`config.mk`:
```
export PLATFORM = sky130hd
export DESIGN_NAME = branch_train_unit
export DESIGN_NICKNAME = d
export VERILOG_FILES = /design/src/rtl/branch_train_unit_pkg.sv /design/src/rtl/branch_train_unit_train_fifo.sv /design/src/rtl/branch_train_unit.sv
export SDC_FILE = /design/constraint.sdc
export NUM_CORES = 1
export LEC_CHECK = 0
export ABC_CLOCK_PERIOD_IN_PS = 2500
export CAP_MARGIN = 10
export CORE_UTILIZATION = 48
export DETAILED_ROUTE_END_ITERATION = 6
export PLACE_DENSITY = 0.77
export SYNTH_ARGS = -nofsm -noshare
export SYNTH_HDL_FRONTEND = slang
export SYNTH_SLANG_ARGS = --single-unit
```
`constraint.sdc`:
```
create_clock -name clk -period 2.5 [get_ports clk]
set_input_delay 0.625 -clock clk [delete_from_list [all_inputs] [get_ports clk]]
set_output_delay 0.625 -clock clk [all_outputs]
set_load 0.005 [all_outputs]
```
`src/rtl/branch_train_unit_pkg.sv`:
```
// rtl/branch_train_unit_pkg.sv - shared constants and record type for the branch training unit
package branch_train_unit_pkg;

  // Default number of queued training records
  localparam int TRAIN_DEPTH_DEFAULT = 4;

  // Fall-through step for a not-taken branch
  localparam logic [31:0] INSTR_STEP = 32'd4;

  // Training record: branch PC plus actual direction
  localparam int TRAIN_REC_W = 33;

  typedef struct packed {
    logic [31:0] pc;
    logic        taken;
  } train_rec_t;

  // Corrected fetch PC after a wrong-direction prediction
  function automatic logic [31:0] redirect_pc(input logic        taken,
                                              input logic [31:0] pc,
                                              input logic [31:0] target);
    return taken ? target : (pc + INSTR_STEP);
  endfunction

endpackage

```
`src/rtl/branch_train_unit_train_fifo.sv`:
```
// rtl/branch_train_unit_train_fifo.sv - circular training-record FIFO with clear
module train_fifo #(
  parameter int DEPTH = 4,
  parameter int W     = 33
) (
  input  logic         clk,
  input  logic         rst_n,
  input  logic         push_i,
  input  logic         pop_i,
  input  logic         clear_i,
  input  logic [W-1:0] wdata_i,
  output logic [W-1:0] head_o,
  output logic         full_o,
  output logic         empty_o
);

  localparam int AW = $clog2(DEPTH);
  localparam logic [AW:0] FULL_CNT = (AW+1)'(DEPTH);

  logic [W-1:0]  mem_q [DEPTH];
  logic [AW-1:0] wr_ptr_q, rd_ptr_q;
  logic [AW:0]   count_q;
  logic          do_push, do_pop;

  // Guard against overflow/underflow regardless of what the caller asks
  always_comb begin
    full_o  = (count_q == FULL_CNT);
    empty_o = (count_q == '0);
    do_push = push_i && !full_o;
    do_pop  = pop_i && !empty_o;
    head_o  = mem_q[rd_ptr_q];
  end

  // Storage, pointers and occupancy; clear beats any same-cycle push/pop
  always_ff @(posedge clk or negedge rst_n) begin
    if (!rst_n) begin
      for (int i = 0; i < DEPTH; i++) mem_q[i] <= '0;
      wr_ptr_q <= '0;
      rd_ptr_q <= '0;
      count_q  <= '0;
    end else if (clear_i) begin
      wr_ptr_q <= '0;
      rd_ptr_q <= '0;
      count_q  <= '0;
    end else begin
      if (do_push) begin
        mem_q[wr_ptr_q] <= wdata_i;
        wr_ptr_q        <= wr_ptr_q + 1'b1;
      end
      if (do_pop) rd_ptr_q <= rd_ptr_q + 1'b1;
      if (do_push && !do_pop)      count_q <= count_q + 1'b1;
      else if (do_pop && !do_push) count_q <= count_q - 1'b1;
    end
  end

endmodule

```
`src/rtl/branch_train_unit.sv`:
```
// rtl/branch_train_unit.sv - resolved-branch intake, mispredict redirect and predictor training drain
module branch_train_unit
  import branch_train_unit_pkg::*;
#(
  parameter int DEPTH = TRAIN_DEPTH_DEFAULT,
  parameter int CNT_W = 32
) (
  input  logic             clk,
  input  logic             rst,
  input  logic             rdy,
  input  logic             Br_Valid,
  output logic             Br_Ready,
  input  logic [31:0]      Br_PC,
  input  logic             Br_Taken,
  input  logic [31:0]      Br_Target,
  input  logic             Br_Pred_Taken,
  input  logic             Clear,
  output logic             Train_Ready,
  output logic             Train_Result,
  output logic [31:0]      Name,
  input  logic             Train_Accept,
  output logic             Mispredict,
  output logic [31:0]      Redirect_PC,
  output logic [CNT_W-1:0] Br_Count,
  output logic [CNT_W-1:0] Miss_Count
);

  logic             acc, pop, clr, miss, fifo_full, fifo_empty;
  train_rec_t       push_rec, head_rec;
  logic             mispredict_q, mispredict_d;
  logic [31:0]      redirect_q, redirect_d;
  logic [CNT_W-1:0] br_cnt_q, br_cnt_d, miss_cnt_q, miss_cnt_d;

  // Handshakes, all qualified by the global ready
  always_comb begin
    Br_Ready    = !fifo_full;
    Train_Ready = !fifo_empty;
    acc         = Br_Valid && Br_Ready && rdy;
    pop         = Train_Ready && Train_Accept && rdy;
    clr         = Clear && rdy;
    miss        = acc && (Br_Taken != Br_Pred_Taken);
    push_rec    = '{pc: Br_PC, taken: Br_Taken};
  end

  train_fifo #(
    .DEPTH (DEPTH),
    .W     (TRAIN_REC_W)
  ) u_fifo (
    .clk     (clk),
    .rst_n   (rst),
    .push_i  (acc),
    .pop_i   (pop),
    .clear_i (clr),
    .wdata_i (push_rec),
    .head_o  (head_rec),
    .full_o  (fifo_full),
    .empty_o (fifo_empty)
  );

  // Next-state for redirect and statistics; rdy low holds everything, which
  // also stretches a pending mispredict pulse until rdy returns
  always_comb begin
    mispredict_d = mispredict_q;
    redirect_d   = redirect_q;
    br_cnt_d     = br_cnt_q;
    miss_cnt_d   = miss_cnt_q;
    if (rdy) begin
      mispredict_d = miss;
      if (miss) begin
        redirect_d = redirect_pc(Br_Taken, Br_PC, Br_Target);
        miss_cnt_d = miss_cnt_q + 1'b1;
      end
      if (acc) br_cnt_d = br_cnt_q + 1'b1;
    end
  end

  // Redirect and counter registers
  always_ff @(posedge clk or negedge rst) begin
    if (!rst) begin
      mispredict_q <= 1'b0;
      redirect_q   <= '0;
      br_cnt_q     <= '0;
      miss_cnt_q   <= '0;
    end else begin
      mispredict_q <= mispredict_d;
      redirect_q   <= redirect_d;
      br_cnt_q     <= br_cnt_d;
      miss_cnt_q   <= miss_cnt_d;
    end
  end

  // Output mapping
  always_comb begin
    Train_Result = head_rec.taken;
    Name         = head_rec.pc;
    Mispredict   = mispredict_q;
    Redirect_PC  = redirect_q;
    Br_Count     = br_cnt_q;
    Miss_Count   = miss_cnt_q;
  end

endmodule

```
# After elaboration in Yosys (flattened, before gate mapping)
# Cells that the tools add are included.
# Widths: inputs -> output; s select.
# classes
n_addsub	7
multipliers	0
div_mod_pow	0
magnitude_cmp	3
n_eq_ne	2
shifts	0
mux	14
n_bitwise	3
reduce_logical	22
# ops
cell	count
$bwmux 132	1
$mux 33	3
$bmux 33 s2	1
$demux 33 s2	1
$add 32x1->32 const B	2
$add 32x3->32 const B	1
$mux 32	1
$logic_and 1x1->1	11
$mux 3	3
$mux 2	4
$ge 3x3->1 const B	2
$not 2->3	2
$reduce_and 2->1	3
$add 2x1->2 const B	2
$logic_not 1->1	4
$reduce_bool 2->1	2
$add 3x1->3 const B	1
$eq 3x3->1 const B	1
$logic_not 3->1	1
$lt 3x1->1 const B	1
$reduce_bool 3->1	1
$sub 3x1->3 const B	1
$ne 1x1->1	1
$not 1->1	1
# totals
register_bits	236
latch_bits	0
ramBits	0
romBits	0
inputBits	72
out_inout_bits	132
wordCells	62
n_memories	0

# Depth between registers and ports, before layout
# depth
ltp_word	10
mapped_depth	10
ltp_nobuf	9

# Cells and area by module
# From an unflattened synthesis, not the netlist that was laid out.
# unflattened
cells_unflattened	884
hier_area_um2	11333.4
# by_module_without_submodules
module	instances	cells_per_inst	area_per_inst_um2
train_fifo	1	382	6358.6
branch_train_unit	1	502	4974.8

# Worst setup path after synthesis
# Ideal clock, no wire load.
# synth_path
path_kind	reg-to-output
start	reg u_fifo.rd_ptr_q[0]
end	out Name[10]
t_arrival_ns	1.793
required_time_ns	1.875
slack_ns	0.082
stages_incl_launch_ff	4
path_buffers	2
path_cell_list	dfrtp_1 > clkbuf_1 > buf_1 > mux4_2
# synth_via
elab_chain_cells	4
# synth_lines
element	line_no	text
start, declared	branch_train_unit_train_fifo.sv:21	logic [AW-1:0] wr_ptr_q, rd_ptr_q;
start signal, assigned	branch_train_unit_train_fifo.sv:50	if (do_pop) rd_ptr_q <= rd_ptr_q + 1'b1;
$not 2->3 (implied by the code)	branch_train_unit_train_fifo.sv:31	head_o = mem_q[rd_ptr_q];
$bmux 33 s2	branch_train_unit_train_fifo.sv:31	
$mux 33 (implied by the code) (2 in series)	branch_train_unit_train_fifo.sv:31	
end, declared	branch_train_unit.sv:20	output logic [31:0] Name,
# No other way between the ends. The select of a mux whose other input is x is not followed.

# Final worst setup path
# layout_path
start	reg u_fifo.rd_ptr_q[0]
end	out Name[27]
# Same word-level chain as after synthesis.

==> metrics.txt <==
status finished with violations; failing checks negative setup slack; Pre-Repair DR Iteration Count 4; highest ir drop seen on vdd 540 uV; Cell variety after synth 49; first-pass GRT wire length 45.7 mm; Max Fclk 400 MHz; clock-pin slew on the worst setup and hold paths 0.06 ns; Setup Skew 0.0100 ns; number of global-route vias before repair 8247; final hold slack 0.0663 ns; worst-skew pair later-pin latency 0.52 ns; Lkg Pwr 0.00664 uW; HP Class input port to asynchronous set/reset pin; Yosys top cell area share 53.0%; routability congestion estimate 0.850; drt total wl 28.3 mm; Final Hold Vio Count 0; pin count of the biggest net entering global routing 69; DRC 0; WL per Instance 19.3 um; initial antenna violation count 0; hold_buf cts 0; Max Cap Viol 0; yosys warns 0; Period minus WS final 2.50 ns; post-layout util 65.7%; area delta synth->final 34.0%; r2r setup slk 0.20 ns; net count of the mapped netlist 959; CTS tree built; post-synth top area cell dfrtp_1; grt ovf 0; met2 GRT Util 39.6%; H-tree depth 1; DR vias/cell 5.53; final worst-path setup slack -0.00115 ns; register area share after synthesis 53.0%; CTS Buf Count 26; Avg Inst Size Synth 12.7 um^2; final setup fails 1; # IOs 204; ant diodes 0; met1 Use GR 35.4%; synth top area cells dfrtp_1 53%, mux2_2 14%, mux4_2 6.7%, xnor2_1 3.9%, xor2_1 3.4%; CP Launch Type register; Core Box Area 22700 um^2; R2R depth 7; worst r2r src u_fifo.count_q[2]; Worst Path Required 1.88 ns; share of cells above drive strength 1 30.0%; Antenna Nets Post-Route 0; met3 Use GR 3.73%; fill cell count 1708; most common cell in the netlist dfrtp_1; initial core utilization 49.1%; drt initial violations 512; GRT busiest layer met2; Tot GR Track Use 24.5%; RSZ-0062 raised after global routing true; Slew HR 48.0%; worst r2r dst Miss_Count[28]; worst slew pin tran 0.773 ns; Setup TNS Final -0.00115 ns; Seq pwr share 40.4%; number of synthesized flops with an enable pin 0; pwr dens 936 nW/um^2; Tcrit/Tclk final 100%; Synth Instances 879; number of I/O port buffers 203; Post-synth top flop dfrtp_1; Int Power 9960 uW; final slew viol count 0; Seq cells post-synth 236; mapped cell area 11100 um^2; Setup CP Type register to output port; worst-path fanout max 8; Die Span Y 154 um; Synth top cells by count 236 x dfrtp_1, 137 x mux2_2, 55 x nand2_1; FFs w/ async S/R, synth 100%; Root Driver clkbuf_16; CP arrival 1.88 ns; total power 14000 uW; switch share 28.7%; Clock Sinks 236; CTS Buffer Depth 3; Die Span X 154 um; via count 8099; post-DP HPWL 19.4 mm; Net Switching 4010 uW; Final #Nets 1241; Clock power frac 25.4%; FP Rows 55; crit end category output port; Die ar. 23800 um^2; Logic pwr share 34.2%
-- metal layers --
| metal | share of wire [%] | wire length (um) |
|---|---|---|
| met3 | 5.3 | 1480 |
| met5 | 0 | 0 |
| met2 | 48 | 13500 |
| met4 | 1.3 | 369 |
| met1 | 46 | 12900 |
-- cells in the final DEF, fill, tap and decap left out, types with 3 or more instances in the layout --
cell	netlist	routed
dfrtp_1	236	233
clkdlybuf4s50_1	0	167
mux2_2	137	137
buf_4	13	76
nand2_1	55	55
xnor2_1	49	49
xor2_1	43	43
nor2_1	41	41
mux4_2	33	33
nand4_1	30	30
buf_2	5	30
nand3_1	27	27
clkbuf_16	0	27
o21ai_0	23	23
and3_1	20	20
inv_1	20	19
buf_12	0	18
a21oi_1	15	15
and2_1	9	9
clkbuf_1	24	9
a22o_1	8	8
a22oi_1	8	8
and4_1	7	7
nor3_1	7	7
o22ai_1	7	7
ha_1	7	7
o21ai_1	6	6
clkinv_2	0	6
buf_6	0	6
mux2i_1	5	5
or3_1	4	4
nor3_2	3	3
nand2b_1	3	3
nor4_1	3	3
clkbuf_8	0	3
dfrtp_2	0	3
-- flip-flops by register name, indices dropped and copies added, names as in the netlist --
signal and cells:
u_fifo.rd_ptr_q 2, Mispredict 1, Redirect_PC 32, u_fifo.wr_ptr_q 2
Br_Count 32, u_fifo.count_q 3, Miss_Count 32, u_fifo.mem_q 132
-- worst max-delay path: stages, from the launching register on --
cell     delay (ns)
dfrtp_2        0.40
buf_6          0.14
buf_12         0.15
mux4_2         0.52
buf_2          0.14
-- cells by family after synthesis --
group / count (synthesis) / share of synthesized area (%)
XOR/XNOR: 92 / 7.23
AO/OA/AOI/OAI: 79 / 4.39
flip-flops: 236 / 53.0
adder cells (fa/ha/maj): 8 / 0.966
AND/OR/NAND/NOR: 223 / 10.7
multiplexers: 175 / 21.0
buffers and inverters: 66 / 2.72
-- power groups by stage --
stage / logic, uW / registers (uW) / clock network, uW
after floorplan: 2390 / 5500 / 0
after global placement: 4790 / 5620 / 0
after detailed placement: 4880 / 5680 / 0
after CTS: 4910 / 5630 / 3650
after global routing: 5130 / 5790 / 3790
final: 4780 / 5650 / 3550
-- worst max path at each step --
stage	startpoint	endpoint	cells past startpoint
after floorplan	u_fifo.rd_ptr_q[0]	Name[10]	3
after global placement	rdy	Miss_Count[28]	7
after detailed placement	Br_Valid	Miss_Count[28]	7
after CTS	u_fifo.rd_ptr_q[0]	Name[27]	5
after global routing	u_fifo.rd_ptr_q[0]	Name[18]	4
final	u_fifo.rd_ptr_q[0]	Name[27]	4
-- timing repair --
| item | in CTS | in global routing |
|---|---|---|
| pin swaps | 1 | 0 |
| gates resized for setup | 143 | 11 |
| setup endpoints to repair | 34 | 34 |
| gates cloned | 4 | 0 |
| buffers inserted | 12 | 5 |
-- cell type report --
cell class	count	area (um^2)	area share (%)
Sequential cell	236	5910	39.6
Multi-Input combinational cell	577	4950	33.1
Timing Repair Buffer	300	2850	19.1
Clock buffer	39	751	5.03
Tap cell	285	357	2.39
Inverter	20	75.1	0.503
Clock inverter	7	38.8	0.260
-- stage by stage --
| stage | instance area, um^2 | instances | setup slack, ns |
|---|---|---|---|
| after detailed placement | 14100 | 1403 | -0.248 |
| after global routing | 14900 | 1464 | -0.0899 |
| after floorplan | 11100 | 879 | 0.0819 |
| after global placement | 14100 | 1403 | -0.206 |
| after CTS | 15000 | 1464 | -0.109 |
| final | 14900 | 1464 | -0.00115 |
No activity file was read; power rests on OpenSTA's default activity.
